`src/rtl/mem_stage_ctrl.sv`:
```
// Data-memory access sequencer for the EXE->MEM stage: req/ack handshake, pipeline freeze, load capture.
// Optional ack watchdog with sticky err when MEM_TIMEOUT_EN is defined.
module mem_stage_ctrl #(
  parameter int DATA_W  = 32,
  parameter int TIMEOUT = 255,
  parameter int CNT_W   = 8
) (
  input  logic              clk,
  input  logic              rst,
  input  logic              MEM_R_En,
  input  logic              MEM_W_En,
  input  logic [DATA_W-1:0] ALU_result,
  input  logic [DATA_W-1:0] st_data,
  output logic              mem_req,
  output logic              mem_we,
  output logic [DATA_W-1:0] mem_addr,
  output logic [DATA_W-1:0] mem_wdata,
  input  logic              mem_ack,
  input  logic [DATA_W-1:0] mem_rdata,
  output logic              freeze,
  output logic [DATA_W-1:0] load_data,
  output logic              load_valid,
  output logic              err
);

  typedef enum logic [1:0] {
    IDLE   = 2'd0,
    ACCESS = 2'd1,
    DONE   = 2'd2
  } state_t;

  if (2**CNT_W <= TIMEOUT) begin : g_bad_cnt_w
    $error("CNT_W too narrow for TIMEOUT");
  end

  state_t            state_q, state_d;
  logic              mem_req_q, mem_req_d;
  logic              mem_we_q, mem_we_d;
  logic [DATA_W-1:0] mem_addr_q, mem_addr_d;
  logic [DATA_W-1:0] mem_wdata_q, mem_wdata_d;
  logic [DATA_W-1:0] load_data_q, load_data_d;
  logic              load_valid_q, load_valid_d;
  logic              req_in;
  logic [1:0]        unused_addr_lsb;

  assign req_in          = MEM_R_En | MEM_W_En;
  assign unused_addr_lsb = ALU_result[1:0];

`ifdef MEM_TIMEOUT_EN
  localparam logic [CNT_W-1:0] CNT_LAST = CNT_W'(TIMEOUT - 1);
  logic [CNT_W-1:0] cnt_q, cnt_d;
  logic             err_q, err_d;
`endif

  always_comb begin
    state_d      = state_q;
    mem_req_d    = mem_req_q;
    mem_we_d     = mem_we_q;
    mem_addr_d   = mem_addr_q;
    mem_wdata_d  = mem_wdata_q;
    load_data_d  = load_data_q;
    load_valid_d = 1'b0;
`ifdef MEM_TIMEOUT_EN
    cnt_d        = cnt_q;
    err_d        = err_q;
`endif
    case (state_q)
      IDLE: begin
        if (req_in) begin
          state_d     = ACCESS;
          mem_req_d   = 1'b1;
          mem_we_d    = MEM_W_En;  // simultaneous R/W resolves to a store
          mem_addr_d  = {ALU_result[DATA_W-1:2], 2'b00};
          mem_wdata_d = st_data;
`ifdef MEM_TIMEOUT_EN
          cnt_d       = '0;
`endif
        end
      end
      ACCESS: begin
        if (mem_ack) begin
          state_d      = DONE;
          mem_req_d    = 1'b0;
          load_valid_d = 1'b1;
          if (!mem_we_q) begin
            load_data_d = mem_rdata;
          end
        end
`ifdef MEM_TIMEOUT_EN
        // this cycle is the TIMEOUT-th without ack; ack above takes priority
        else if (cnt_q == CNT_LAST) begin
          state_d      = DONE;
          mem_req_d    = 1'b0;
          load_valid_d = 1'b1;
          load_data_d  = '1;
          err_d        = 1'b1;
        end else begin
          cnt_d = cnt_q + 1'b1;
        end
`endif
      end
      DONE: begin
        state_d = IDLE;
      end
      default: begin
        state_d = IDLE;
      end
    endcase
  end

  always_ff @(posedge clk or posedge rst) begin
    if (rst) begin
      state_q      <= IDLE;
      mem_req_q    <= 1'b0;
      mem_we_q     <= 1'b0;
      mem_addr_q   <= '0;
      mem_wdata_q  <= '0;
      load_data_q  <= '0;
      load_valid_q <= 1'b0;
    end else begin
      state_q      <= state_d;
      mem_req_q    <= mem_req_d;
      mem_we_q     <= mem_we_d;
      mem_addr_q   <= mem_addr_d;
      mem_wdata_q  <= mem_wdata_d;
      load_data_q  <= load_data_d;
      load_valid_q <= load_valid_d;
    end
  end

`ifdef MEM_TIMEOUT_EN
  always_ff @(posedge clk or posedge rst) begin
    if (rst) begin
      cnt_q <= '0;
      err_q <= 1'b0;
    end else begin
      cnt_q <= cnt_d;
      err_q <= err_d;
    end
  end
  assign err = err_q;
`else
  assign err = 1'b0;
`endif

  // rst gates freeze so a pending request cannot hold the pipeline during reset
  assign freeze     = ~rst & (((state_q == IDLE) & req_in) | (state_q == ACCESS));
  assign mem_req    = mem_req_q;
  assign mem_we     = mem_we_q;
  assign mem_addr   = mem_addr_q;
  assign mem_wdata  = mem_wdata_q;
  assign load_data  = load_data_q;
  assign load_valid = load_valid_q;

endmodule

```
`config.mk`:
```
export PLATFORM = sky130hd
export DESIGN_NAME = mem_stage_ctrl
export DESIGN_NICKNAME = d
export VERILOG_FILES = /design/src/rtl/mem_stage_ctrl.sv
export SDC_FILE = /design/constraint.sdc
export NUM_CORES = 1
export LEC_CHECK = 0
export CAP_MARGIN = 20
export CORE_UTILIZATION = 40
export DETAILED_ROUTE_END_ITERATION = 16
export DONT_BUFFER_PORTS = 1
export PLACE_DENSITY_LB_ADDON = 0.1
export SYNTH_ARGS = -nofsm -noshare
export SYNTH_HDL_FRONTEND = slang
export SYNTH_SLANG_ARGS = --single-unit
```
`constraint.sdc`:
```
create_clock -name clk -period 3.8 [get_ports clk]
set_clock_uncertainty 0.15 [all_clocks]
set_input_delay 0.57 -clock clk [delete_from_list [all_inputs] [get_ports clk]]
set_output_delay 0.57 -clock clk [all_outputs]
set_load 0.01 [all_outputs]
```
==> reports/metrics.csv <==
stage,metric,value,unit
clock_network,CTS sink cnt,99,
layout,"commonest non-fill, non-tap cell in the layout",dfrtp_1,
synthesis,largest family of logic cells by synthesized area,multiplexers,
synthesis,post-synthesis cell area,3890,µm²
global_route,first-pass GRT wire length,10400,µm
placed_design,Port Buf Inserts,0,
sta,Rel. slew slack,0.404,
global_route,Total GRT Usage,0.138,
critical_path,CP required,3.87,ns
sta,setup ws final,1.41,ns
synthesis,sequential fraction of the synthesis area,0.636,
clock_network,CTS Buf Count,9,
critical_path,critical path class,flip-flop to flip-flop,
power,clock power share,0.166,
drt,number of vias per cell,5.03,
drt,Routed Antenna Nets,0,
floorplanning,DIE AREA,10100,µm²
global_route,pin count of the biggest net entering global routing,100,
power,Comb power frac,0.228,
layout,# diodes,0,
floorplanning,Core Region,9330,µm²
sta,RSZ-0062 raised after global routing,false,
sta,final hold vios,0,
power,P_sw,1.24,mW
synthesis,post-synthesis mux area share,0.301,
sta,measured slew at the worst slew-check pin,0.892,ns
critical_path,Stages on worst setup path,4,
synthesis,register bit total from synthesis,99,
critical_path,critical path's slowest cell,nor2b_4,
synthesis,top cell type's share of synthesized area,0.636,
drt,drt pass-1 iters,3,
layout,highest-count cells in the layout ignoring fill and taps,"dfrtp_1, mux2_2, mux2_4",
hold_path,worst min path class,primary input to flip-flop,
synthesis,Post-Synth XOR/XNOR Area,0,
sta,Setup Viol. Count Final,0,
global_route,vias in the first global route,1939,
power,Max VDD drop,0.319,mV
power,Pint,2.40,mW
sta,post-route minimum period,2.39,ns
drt,final wirelength,6900,µm
sta,post-route setup TNS,0,ns
clock_network,Post-CTS Setup Repair Bufs,0,
flow_run,max_cap viols,0,
placed_design,hpwl dp,4780,µm
critical_path,worst-path cell chain,and3b_1 > nor2b_4 > buf_4 > mux2_4,
drt,DRC,0,
drt,total number of vias,1806,
floorplanning,die span in y,101,µm
synthesis,post-synthesis simple-gate area fraction,0.0157,
synthesis,YS warnings,0,
clock_network,clock latency on the worst-skew pair,0.35,ns
critical_path,CP endpoint,load_data[28],
power,switching share of power,0.341,
placed_design,Placer Congestion,0.680,
clock_network,clk slew on worst S/H paths,0.09,ns
drt,DRT iter0 DRCs,11,
synthesis,"area leader, netlist",dfrtp_1,
synthesis,syn avg cell area,17.5,µm²
sta,max-slew violations,0,
clock_network,Root Driver,clkbuf_8,
critical_path,Worst EP arrival,2.47,ns
synthesis,gate count after technology mapping,222,
layout,share of cells above drive strength 1,0.500,
synthesis,post-synthesis adder-cell area fraction,0,
critical_path,reg2reg start,state_q[1],
synthesis,compound-cell area share of the yosys netlist,0.00835,
clock_network,H-tree depth,3,
clock_network,CTS tree,done,
floorplanning,Starting Density,0.417,
power,Pwr per Cell Area,877,nW/µm²
clock_network,CTS Buffer Depth,2,
critical_path,"Largest stage delay, worst path",0.75,ns
power,Flop pwr share,0.605,
critical_path,worst reg2reg setup slack,1.41,ns
hold_path,hold path startpoint,mem_ack,
critical_path,Crit Path Max Fanout,24,
hold_path,Hold Path Stages,1,
critical_path,Setup crit start kind,flip-flop,
drt,mean routed wirelength per cell,19.2,µm
critical_path,WP buf/inv,1,
critical_path,FF-to-FF End,load_data[28],
sta,Tcrit/Tclk final,0.630,
critical_path,family with the most delay on the worst path,simple AND/OR/NAND/NOR gates,
global_route,initial antenna violation count,0,
critical_path,Crit. End Element,flip-flop,
power,leakage,1.78,nW
synthesis,"Distinct cells, synth",20,
outcome,status,"complete, no violations",
critical_path,R2R cell count,4,
synthesis,largest cells by area after synthesis,"dfrtp_1, mux2_2, mux2_4",
critical_path,Critical Path Source,state_q[1],
sta,fmax,418,MHz
floorplanning,Die W,101,µm
placed_design,"worst slack, placed",1.31,ns
floorplanning,num rows,35,
layout,Layout area overhead,6.65,%
floorplanning,I/O pins,202,
global_route,gr ovfl total,0,
layout,nets@finish,326,
-- kinds of logic after synthesis --
logic type      Yosys count
other cells               1
compound gates            4
flops                    99
simple gates              9
buf+inv                  15
mux                      94
-- cells in the mapped netlist --
cell	count
a211o_1	1
a211oi_1	1
a22o_1	1
and3b_1	2
buf_12	3
buf_2	1
buf_4	9
buf_6	1
conb_1	1
dfrtp_1	99
inv_1	1
mux2_2	64
mux2_4	30
nand2_1	1
nand2b_1	1
nor2_1	1
nor2b_1	1
nor2b_4	1
nor3_1	2
o21a_1	1
-- metrics by stage --
stage / util / hold WS (ns) / area [µm²] / power [mW] / instances
detailed placement: 0.422 / 0.359 / 3940 / 3.07 / 341
finish: 0.445 / 0.158 / 4150 / 3.64 / 359
global route: 0.445 / 0.130 / 4150 / 3.86 / 359
floorplan: - / 0.319 / 3900 / 2.89 / 224
global placement: 0.422 / 0.347 / 3940 / 3.02 / 341
CTS: 0.441 / 0.129 / 4120 / 3.70 / 357
-- worst min-delay path by stage --
| stage | endpoint | slack (ns) |
|---|---|---|
| 5_1_grt | state_q[0] | 0.13 |
| 2_1_floorplan | state_q[0] | 0.32 |
| 3_5_place_dp | state_q[0] | 0.36 |
| 3_3_place_gp | state_q[0] | 0.35 |
| 4_1_cts | state_q[0] | 0.13 |
| 6_report | state_q[0] | 0.16 |
-- area by class of cell --
type / count / area, µm²
timing repair buffer: 4 / 52.6
sequential: 99 / 2480
clock inverter: 5 / 36.3
fill: 829 / 5170
inverter: 1 / 6.26
clock buffer: 11 / 141
tap: 129 / 161
multi-input combinational: 110 / 1280
-- routing by layer --
layer | part of all wire | vias to the layer above | track usage
met3 | 0.11 | 12 | 0.0520
met5 | 0 | - | 0
met4 | 0.020 | 0 | 0.0803
met2 | 0.51 | 117 | 0.227
li1 | - | 767 | -
met1 | 0.36 | 910 | 0.154
-- sequential cells by signal, summed over array words and instances, names as in the netlist --
name / flops
mem_addr: 30
mem_wdata: 32
load_valid: 1
mem_req: 1
load_data: 32
state_q: 2
mem_we: 1
-- power by group through the flow --
| stage | Sequential [mW] | Clock, mW | Combinational, mW |
|---|---|---|---|
| 2_1_floorplan | 2.10 | 0 | 0.794 |
| 3_3_place_gp | 2.23 | 0 | 0.794 |
| 3_5_place_dp | 2.22 | 0 | 0.846 |
| 4_1_cts | 2.22 | 0.635 | 0.845 |
| 5_1_grt | 2.27 | 0.674 | 0.913 |
| 6_report | 2.20 | 0.606 | 0.831 |
-- timing repair --
| item | CTS | global route |
|---|---|---|
| resized for setup | 0 | 0 |
| hold endpoints to repair | 0 | 24 |
| endpoints found under the setup margin | 0 | 0 |
| hold buffers | 0 | 1 |
(Power assumes the default switching activity.)
